**src/rtl/fetch_sequencer.sv**
```systemverilog
// rtl/fetch_sequencer.sv - instruction fetch controller with PC, 2-entry buffer and redirect
// Optional perf counters (fetch_count, flush_count) enabled by FETCH_PERF_CNT_EN.
module fetch_sequencer #(
    parameter int DEPTH    = 32,
    parameter int RESET_PC = 0
) (
    input  logic        clk,
    input  logic        reset,
    input  logic        run,
    output logic [31:0] imem_addr,
    input  logic [31:0] imem_data,
    input  logic        redirect_valid,
    input  logic [31:0] redirect_pc,
    output logic        out_valid,
    input  logic        out_ready,
    output logic [31:0] out_instr,
    output logic [31:0] out_pc
`ifdef FETCH_PERF_CNT_EN
    ,
    output logic [31:0] fetch_count,
    output logic [31:0] flush_count
`endif
);
    localparam int AW = $clog2(DEPTH);

    typedef enum logic [1:0] {
        ST_IDLE  = 2'd0,
        ST_RUN   = 2'd1,
        ST_PAUSE = 2'd2
    } state_t;

    state_t        state_q, state_d;
    logic [AW-1:0] pc_q, pc_d;
    logic [1:0]    count_q, count_d;
    logic [AW-1:0] slot_pc_q [2];
    logic [31:0]   slot_instr_q [2];
    logic          push, pop;
    logic          unused_redirect_bits;

    // Only the low AW bits of the redirect target address the memory.
    assign unused_redirect_bits = ^redirect_pc[31:AW];

    assign imem_addr = {{(32-AW){1'b0}}, pc_q};
    assign out_valid = (count_q != 2'd0);
    assign out_instr = out_valid ? slot_instr_q[0] : 32'd0;
    assign out_pc    = out_valid ? {{(32-AW){1'b0}}, slot_pc_q[0]} : 32'd0;

    assign pop  = out_valid && out_ready && !redirect_valid;
    assign push = (state_q == ST_RUN) && !redirect_valid && ((count_q != 2'd2) || pop);

    always_comb begin
        state_d = state_q;
        pc_d    = pc_q;
        count_d = count_q;
        case (state_q)
            ST_IDLE:  if (run) state_d = ST_RUN;
            ST_RUN:   if (!run) state_d = ST_PAUSE;
            ST_PAUSE: if (run) state_d = ST_RUN;
            default:  state_d = ST_IDLE;
        endcase
        if (redirect_valid) begin
            pc_d    = redirect_pc[AW-1:0];
            count_d = 2'd0;
        end else begin
            if (push) pc_d = pc_q + 1'b1;
            count_d = count_q + {1'b0, push} - {1'b0, pop};
        end
    end

    always_ff @(posedge clk) begin
        if (reset) begin
            state_q <= ST_IDLE;
            pc_q    <= AW'(RESET_PC);
            count_q <= 2'd0;
        end else begin
            state_q <= state_d;
            pc_q    <= pc_d;
            count_q <= count_d;
        end
    end

    // Slot 0 is always the head; a pop shifts slot 1 forward.
    always_ff @(posedge clk) begin
        if (reset) begin
            slot_pc_q[0]    <= '0;
            slot_pc_q[1]    <= '0;
            slot_instr_q[0] <= '0;
            slot_instr_q[1] <= '0;
        end else if (!redirect_valid) begin
            if (pop) begin
                slot_pc_q[0]    <= slot_pc_q[1];
                slot_instr_q[0] <= slot_instr_q[1];
            end
            if (push) begin
                if ((count_q == 2'd0) || (pop && count_q == 2'd1)) begin
                    slot_pc_q[0]    <= pc_q;
                    slot_instr_q[0] <= imem_data;
                end else begin
                    slot_pc_q[1]    <= pc_q;
                    slot_instr_q[1] <= imem_data;
                end
            end
        end
    end

`ifdef FETCH_PERF_CNT_EN
    logic [31:0] fetch_count_q, flush_count_q;

    always_ff @(posedge clk) begin
        if (reset) begin
            fetch_count_q <= 32'd0;
            flush_count_q <= 32'd0;
        end else begin
            if (push) fetch_count_q <= fetch_count_q + 32'd1;
            if (redirect_valid) flush_count_q <= flush_count_q + {30'd0, count_q};
        end
    end

    assign fetch_count = fetch_count_q;
    assign flush_count = flush_count_q;
`endif
endmodule

```
**config.mk**
```make
export PLATFORM = sky130hd
export DESIGN_NAME = fetch_sequencer
export DESIGN_NICKNAME = d
export VERILOG_FILES = /design/src/rtl/fetch_sequencer.sv
export SDC_FILE = /design/constraint.sdc
export NUM_CORES = 1
export LEC_CHECK = 0
export BUFFER_PORTS_ARGS = -buffer_cell sky130_fd_sc_hd__buf_2
export CORE_MARGIN = 5
export CORE_UTILIZATION = 50
export CTS_CLUSTER_DIAMETER = 150
export CTS_CLUSTER_SIZE = 20
export DETAILED_ROUTE_END_ITERATION = 16
export GPL_TIMING_DRIVEN = 0
export PLACE_DENSITY = 0.81
export RECOVER_POWER = 25
export SKIP_LAST_GASP = 1
export SLEW_MARGIN = 20
export SYNTH_ARGS = -nofsm -noshare
export SYNTH_HDL_FRONTEND = slang
export SYNTH_SLANG_ARGS = --single-unit
```
**constraint.sdc**
```tcl
create_clock -name clk -period 4.2 [get_ports clk]
set_input_delay 0.63 -clock clk [delete_from_list [all_inputs] [get_ports clk]]
set_output_delay 0.63 -clock clk [all_outputs]
set_load 0.05 [all_outputs]
```
# Word level (Yosys, flattened, before mapping)
# Memories as Yosys holds them, arrays and structs flattened.
# Index checks and enable logic that the tools add are counted.
# op_classes
add_sub_neg	3
n_eq_ne	6
muxes	29
bitwise_logic	6
reduce_logical	15
# op_table
operator	n
32-bit two-way mux	4
5-bit two-way mux	6
1-bit two-way mux	16
1-bit bitwise OR	6
5-bit by 1-bit adder with 5-bit output, second input constant	1
1-bit logical AND	5
2-bit by 1-bit == test with 1-bit output, second input constant	2
2-bit zero test	2
2-bit two-way mux	2
2-bit inequality test, second input constant	2
2-bit case mux with 2 select lines	1
2-bit nonzero test	2
2-bit OR reduction	2
2-bit by 1-bit adder with 2-bit output	1
2-bit == test, second input constant	1
1-bit logical OR	2
2-bit by 1-bit inequality test with 1-bit output, second input constant	1
2-bit AND reduction	1
2-bit by 1-bit subtractor with 2-bit output	1
1-bit zero test	1
# word_totals
reg_bits	9
mem_bits_rw	74
inputBits	69
out_inout_bits	97
mem_count	2
# mem_list
name	depth	word_bits	read_ports	rd_clocked_by_memory_dff	wr	line_no	text
slot_instr_q	2	32	2	0	2	36	logic [31:0] slot_instr_q [2];
slot_pc_q	2	5	2	0	2	35	logic [AW-1:0] slot_pc_q [2];

# Longest topological paths before layout
# Gate-level depths: netlist of run 1.
# logic_depth
ltp_word	11
depth_mapped	8

# Least setup slack after synthesis of run 1
# OpenSTA, ideal clock, no wires.
# synth_path
path_kind	in2reg
from	in redirect_valid
to	mem slot_instr_q[1][0], in the netlist slot_instr_q[0][32] (enable)
t_arrival_ns	2.887
t_required_ns	3.761
path_slack_ns	0.874
stages	3
path_cell_list	or3b_1 > buf_2 > o21bai_1
# synth_rtl
element	line_no	text
start, declared	12	input logic redirect_valid,
end, declared	36	

==> run metrics, run 1 <==
I/O Buffers 84; Synth-to-Final Area Change 22.5%; DP Worst Slack 1540 ps; die area 10800 sq um; CTS tree yes; Remaining Overflow, GRT 0; Die W between 100 and 150 microns; NumNets Final 589; cell taking the most area after synthesis edfxtp_1; failing checks max-capacitance violations, max-slew violations; routability cong. 0.818; Design Area, Final 5410 sq um; placed instance count between 600 and 700; H-Tree Depth 3; largest net degree at the start of global routing 26; Seq/Total Area, Yosys 0.544; Psw around 530 uW; syn avg cell area 12.0 sq um; CTS root buffer clkbuf_8; leakage power 2.29 nW; Non-Filler Instances roughly 630; antenna cells 0; Synthesis Warnings 0; first-pass GRT wire length 15.9 mm; fmax 0.302 GHz; Setup crit end kind flop; top-area cell type share of the netlist area 0.503; Yosys cell types 41; Seq cells post-synth 83; Post-Syn Area roughly 4400 sq um; WL final 9.72 mm; combined area of the multi-input logic cells 1650 sq um; final worst setup slack 890 ps; required time worst endpoint 4420 ps; Flop pwr share 0.503; vias 3164; CP Class flop to flop; Post-CTS Setup Inserts 0; # hold bufs at CTS 0; Total GRT Usage 0.181; clk buf depth 2; number of global-route vias before repair between 3000 and 4000; outcome complete, but fails checks; Reg area 2400 sq um; TritonCTS Buffers 9; Worst Path Max Fanout 10; switch share 0.278; max-slew violations 11; First-pass DRT Iterations 4; Final TNS setup 0 ps; Gate power share 0.168; Min Clock Period, post-route 3310 ps; CTS clk-pin slew, worst paths around 80 ps; initial antenna violation count 0; post-CTS sizing 0; average vias per placed instance 5.01; routed length per placed instance ~15 microns; Max Cap Viol 1; Filler Cell Count between 700 and 800; DRT iter0 DRCs about 210; slew margin rel. -0.567; Clock Latency Late Sink 360 ps; fin crit share 0.788; cells after synthesis 368; DRC Markers 0; Final Hold Vio Count 0; antenna viol nets, final 0; share of cells above drive strength 1 0.306; HPWL after detailed placement 6.99 mm; Post-Route Skew approximately 10 ps; Worst setup SP type flop; Initial Util 0.509; Final setup viols 0; fin util 0.623; core box area just under 9000 sq um; Power Internal 1.37 mW; DP Area 5240 sq um; worst hold path class primary input to flop; Arr. time, crit path between 3000 and 4000 ps; io pins 166; worst slew pin tran 2290 ps; top post-synthesis cells by area edfxtp_1 50%, nor2b_1 11%, buf_4 9.4%, a32o_1 8.4%, and2_1 5.4%; overall die height 104 microns; Peak VDD IR 0.174 mV; clock sink count 83; RSZ-0062 raised after global routing false; Clock Power Share 0.329; FP Rows 34; Cell Pwr Density 352 nW/um^2
[sequential cells by signal, summed over array words and instances (netlist names)]
name	count
slot_instr_q	64
pc_q	5
count_q	2
slot_pc_q	10
state_q	2
[critical path, cell delays in order (launching register included)]
cell and delay [ps]:
dfxtp_1 420, or2b_1 310, a2111oi_0 1830, clkbuf_2 460, and2_1 160
[stage by stage]
stage          hold WS [ps]  total power [mW]
6_report                448              1.90
5_1_grt                 442              1.97
4_1_cts                 434              1.91
3_5_place_dp            544              1.30
3_3_place_gp            525              1.28
2_1_floorplan           494              1.23
[power groups by stage]
stage               Clock (mW)  Sequential [mW]  Combinational (mW)
finish                   0.626            0.957               0.320
global route             0.670            0.962               0.341
CTS                      0.635            0.957               0.321
detailed placement           0            0.976               0.320
global placement             0            0.976               0.306
floorplan                    0            0.984               0.242
[logic make-up (layout without fill, tap and decap cells)]
group           count (synthesis)  in the layout  synth area share
compound gates                 53             53             0.117
xor+xnor                        2              2           0.00397
fa+ha+maj                       2              2           0.00567
buf+inv                        85            187             0.124
flops                          83             83             0.544
mux                             1              1           0.00255
other cells                     1             54          0.000849
simple gates                  141            141             0.201
[synth_stat cells (all sizes together)]
cell type,instances
nor4,2
conb,1
or3b,2
o311ai,2
a21oi,1
a32o,37
xnor2,2
or2b,1
or4,2
o211ai,1
nor2,6
clkbuf,20
nor3b,1
nand4bb,1
buf,61
a211oi,3
nand2,4
nor3,3
and3b,1
a31oi,2
or3,1
ha,2
mux2,1
inv,4
edfxtp,74
nand3,2
dfxtp,9
and2,38
a311oi,1
a2111oi,3
o21bai,1
nor2b,76
o21ai,1
nor4bb,1
o31ai,1
[layer usage]
| layer | GRT usage | vias to the layer above | routed length, microns |
|---|---|---|---|
| met4 | 0.0611 | 0 | 127 |
| met3 | 0.0540 | 15 | 839 |
| met5 | 0 | - | 0 |
| li1 | - | 1519 | - |
| met2 | 0.301 | 148 | 4780 |
| met1 | 0.226 | 1482 | 3970 |
[cells in the final DEF, fill, tap and decap left out, types with 4 or more instances in the layout]
master	netlist	final
a32o_1	37	37
and2_0	0	15
and2_1	38	23
buf_2	4	80
buf_4	55	54
clkbuf_1	17	29
clkbuf_8	0	9
conb_1	1	54
dfxtp_1	9	9
edfxtp_1	74	74
inv_1	4	4
nand2_1	4	4
nor2_1	6	6
nor2b_1	76	76
[cell type report]
cell class / instances / area share
inverter: 4 / 0.00278
buffer: 81 / 0.0972
clock buffer: 10 / 0.0236
multi-input combinational: 253 / 0.304
sequential: 83 / 0.444
timing repair buffer: 86 / 0.0865
clock inverter: 6 / 0.0164
tap: 108 / 0.0250
[final timing paths]
check                           cells past startpoint                            end                    start  slack [ps]
worst max-delay path                                4  slot_pc_q[0][5]$_SDFFCE_PN0P_  state_q[0]$_SDFFE_PP0P_         890
worst min-delay path                                2        state_q[1]$_SDFFE_PP0P_                      run         450
worst max register to register                      4  slot_pc_q[0][5]$_SDFFCE_PN0P_  state_q[0]$_SDFFE_PP0P_         890
worst min register to register                      1        state_q[0]$_SDFFE_PP0P_  state_q[0]$_SDFFE_PP0P_         550
(Power assumes the default switching activity.)
==> run 2, diff against run 1 <==
==> constraint.sdc (replaced) <==
create_clock -name clk -period 3.3 [get_ports clk]
set_input_delay 0.495 -clock clk [delete_from_list [all_inputs] [get_ports clk]]
set_output_delay 0.495 -clock clk [all_outputs]
set_load 0.05 [all_outputs]
==> run 2 against run 1 <==
The flow now finishes without violations. Core utilization grew 0.072 points. Cell area grew 0.12%. Highest routed layer unchanged. Largest power group unchanged. Worst setup slack lost 470 ps. Largest cell class unchanged.
==> run metrics, run 2 (synthesized netlist as in run 1, its figures left out) <==
outcome completed; CP Class flop to flop; Clock Latency Late Sink 360 ps; FP Rows 34; TritonCTS Buffers 9; Peak VDD IR 0.219 mV; largest net degree at the start of global routing 26; buffers and inverters on the worst path 1; post-CTS sizing 0; Setup crit end kind flop; Final setup viols 0; Max Cap Viol 0; Post-CTS Setup Inserts 0; Total GRT Usage 0.181; vias between 3000 and 4000; worst slew pin tran 1050 ps; core box area 8680 sq um; Initial Util 0.509; HPWL after detailed placement 6.99 mm; antenna viol nets, final 0; leakage power 2.30 nW; average vias per placed instance 4.94; WL final 9.69 mm; die area 10800 sq um; antenna cells 0; worst hold path class primary input to flop; Arr. time, crit path 3130 ps; routed length per placed instance between 15 and 20 microns; final worst setup slack 420 ps; initial antenna violation count 0; Post-Route Skew 7.46 ps; Top reg by flops slot_instr_q; CTS root buffer clkbuf_8; slew margin rel. 0.300; io pins between 150 and 200; max-slew violations 0; Final TNS setup 0 ps; Design Power 2.42 mW; CP max stage cell nor3b_1; share of cells above drive strength 1 0.310; Die W 104 microns; overall die height approximately 100 microns; clock sink count 83; Min Clock Period, post-route 2880 ps; required time worst endpoint ~3600 ps; Worst Path Max Fanout 8; clk buf depth 2; Remaining Overflow, GRT 0; NumNets Final 589; H-Tree Depth 3; # hold bufs at CTS 0; DRT iter0 DRCs 159; RSZ-0062 raised after global routing false; Worst setup SP type flop; max reg flops 64; Filler Cell Count 726; first-pass GRT wire length between 15 and 20 mm; routability cong. 0.818; number of global-route vias before repair approximately 3200; First-pass DRT Iterations 5; Synth-to-Final Area Change 22.6%; CTS clk-pin slew, worst paths 80 ps; Cell Pwr Density 448 nW/um^2; Worst path top cell family by delay simple AND/OR/NAND/NOR gates; I/O Buffers between 80 and 90; biggest regs slot_instr_q (64), slot_pc_q (10), pc_q (5); DRC Markers 0; crit path cell chain clkbuf_1, nor3b_1, nor2_1, mux2_2, ha_1, xnor2_1, nor4_1, and3b_1; leading cell type in the layout, fill and taps excluded buf_2; DP Worst Slack 770 ps; Final Hold Vio Count 0; fmax 0.347 GHz; WHS 313 ps; fin crit share 0.873; CTS tree yes; CP peak stage delay 880 ps; commonest cells after routing, fill and taps aside 80 x buf_2, 76 x nor2b_1, 74 x edfxtp_1, 54 x buf_4, 54 x conb_1; fin util 0.624
## run 2: cell type report
type	count	area, sq um	area share
flip-flops and latches	83	2400	0.444
multi-input cells	253	1650	0.305
plain buffers	81	527	0.0973
repair buffers	86	468	0.0864
well taps	108	135	0.0250
clock buffers	10	128	0.0236
clock inverters	6	88.8	0.0164
inverters	4	15.0	0.00277
## run 2: per-layer routing
metal	wire length, microns	GRT usage	vias up
met1	3910	0.226	1446
met5	0	0	-
li1	-	-	1521
met3	816	0.0540	9
met2	4870	0.301	143
met4	84	0.0611	0
## run 2: report_power, final
| part | internal, mW | leakage (nW) | switching [mW] |
|---|---|---|---|
| sequential | 1.20 | 0.841 | 0.0209 |
| clock | 0.428 | 0.103 | 0.370 |
| combinational | 0.123 | 1.36 | 0.285 |
## run 2: worst reg2reg max path: stages (launching register included)
cell	delay, ps
dfxtp_1	310
clkbuf_1	320
nor3b_1	880
nor2_1	140
mux2_2	300
ha_1	190
xnor2_1	160
nor4_1	250
and3b_1	220
## run 2: worst paths after layout
kind	startpoint	to	slack, ps	depth (start not counted)
hold reg to reg	state_q[0]$_SDFFE_PP0P_	state_q[0]$_SDFFE_PP0P_	550	1
setup reg to reg	count_q[1]$_SDFF_PP0_	count_q[1]$_SDFF_PP0_	420	8
hold / removal	run	state_q[1]$_SDFFE_PP0P_	310	2
setup / recovery	count_q[1]$_SDFF_PP0_	count_q[1]$_SDFF_PP0_	420	8
## run 2: stage by stage
stage	std cells	instance area (sq um)
3_5_place_dp	615	5240
2_1_floorplan	421	4610
5_1_grt	631	5420
6_report	631	5420
4_1_cts	631	5450
3_3_place_gp	613	5170
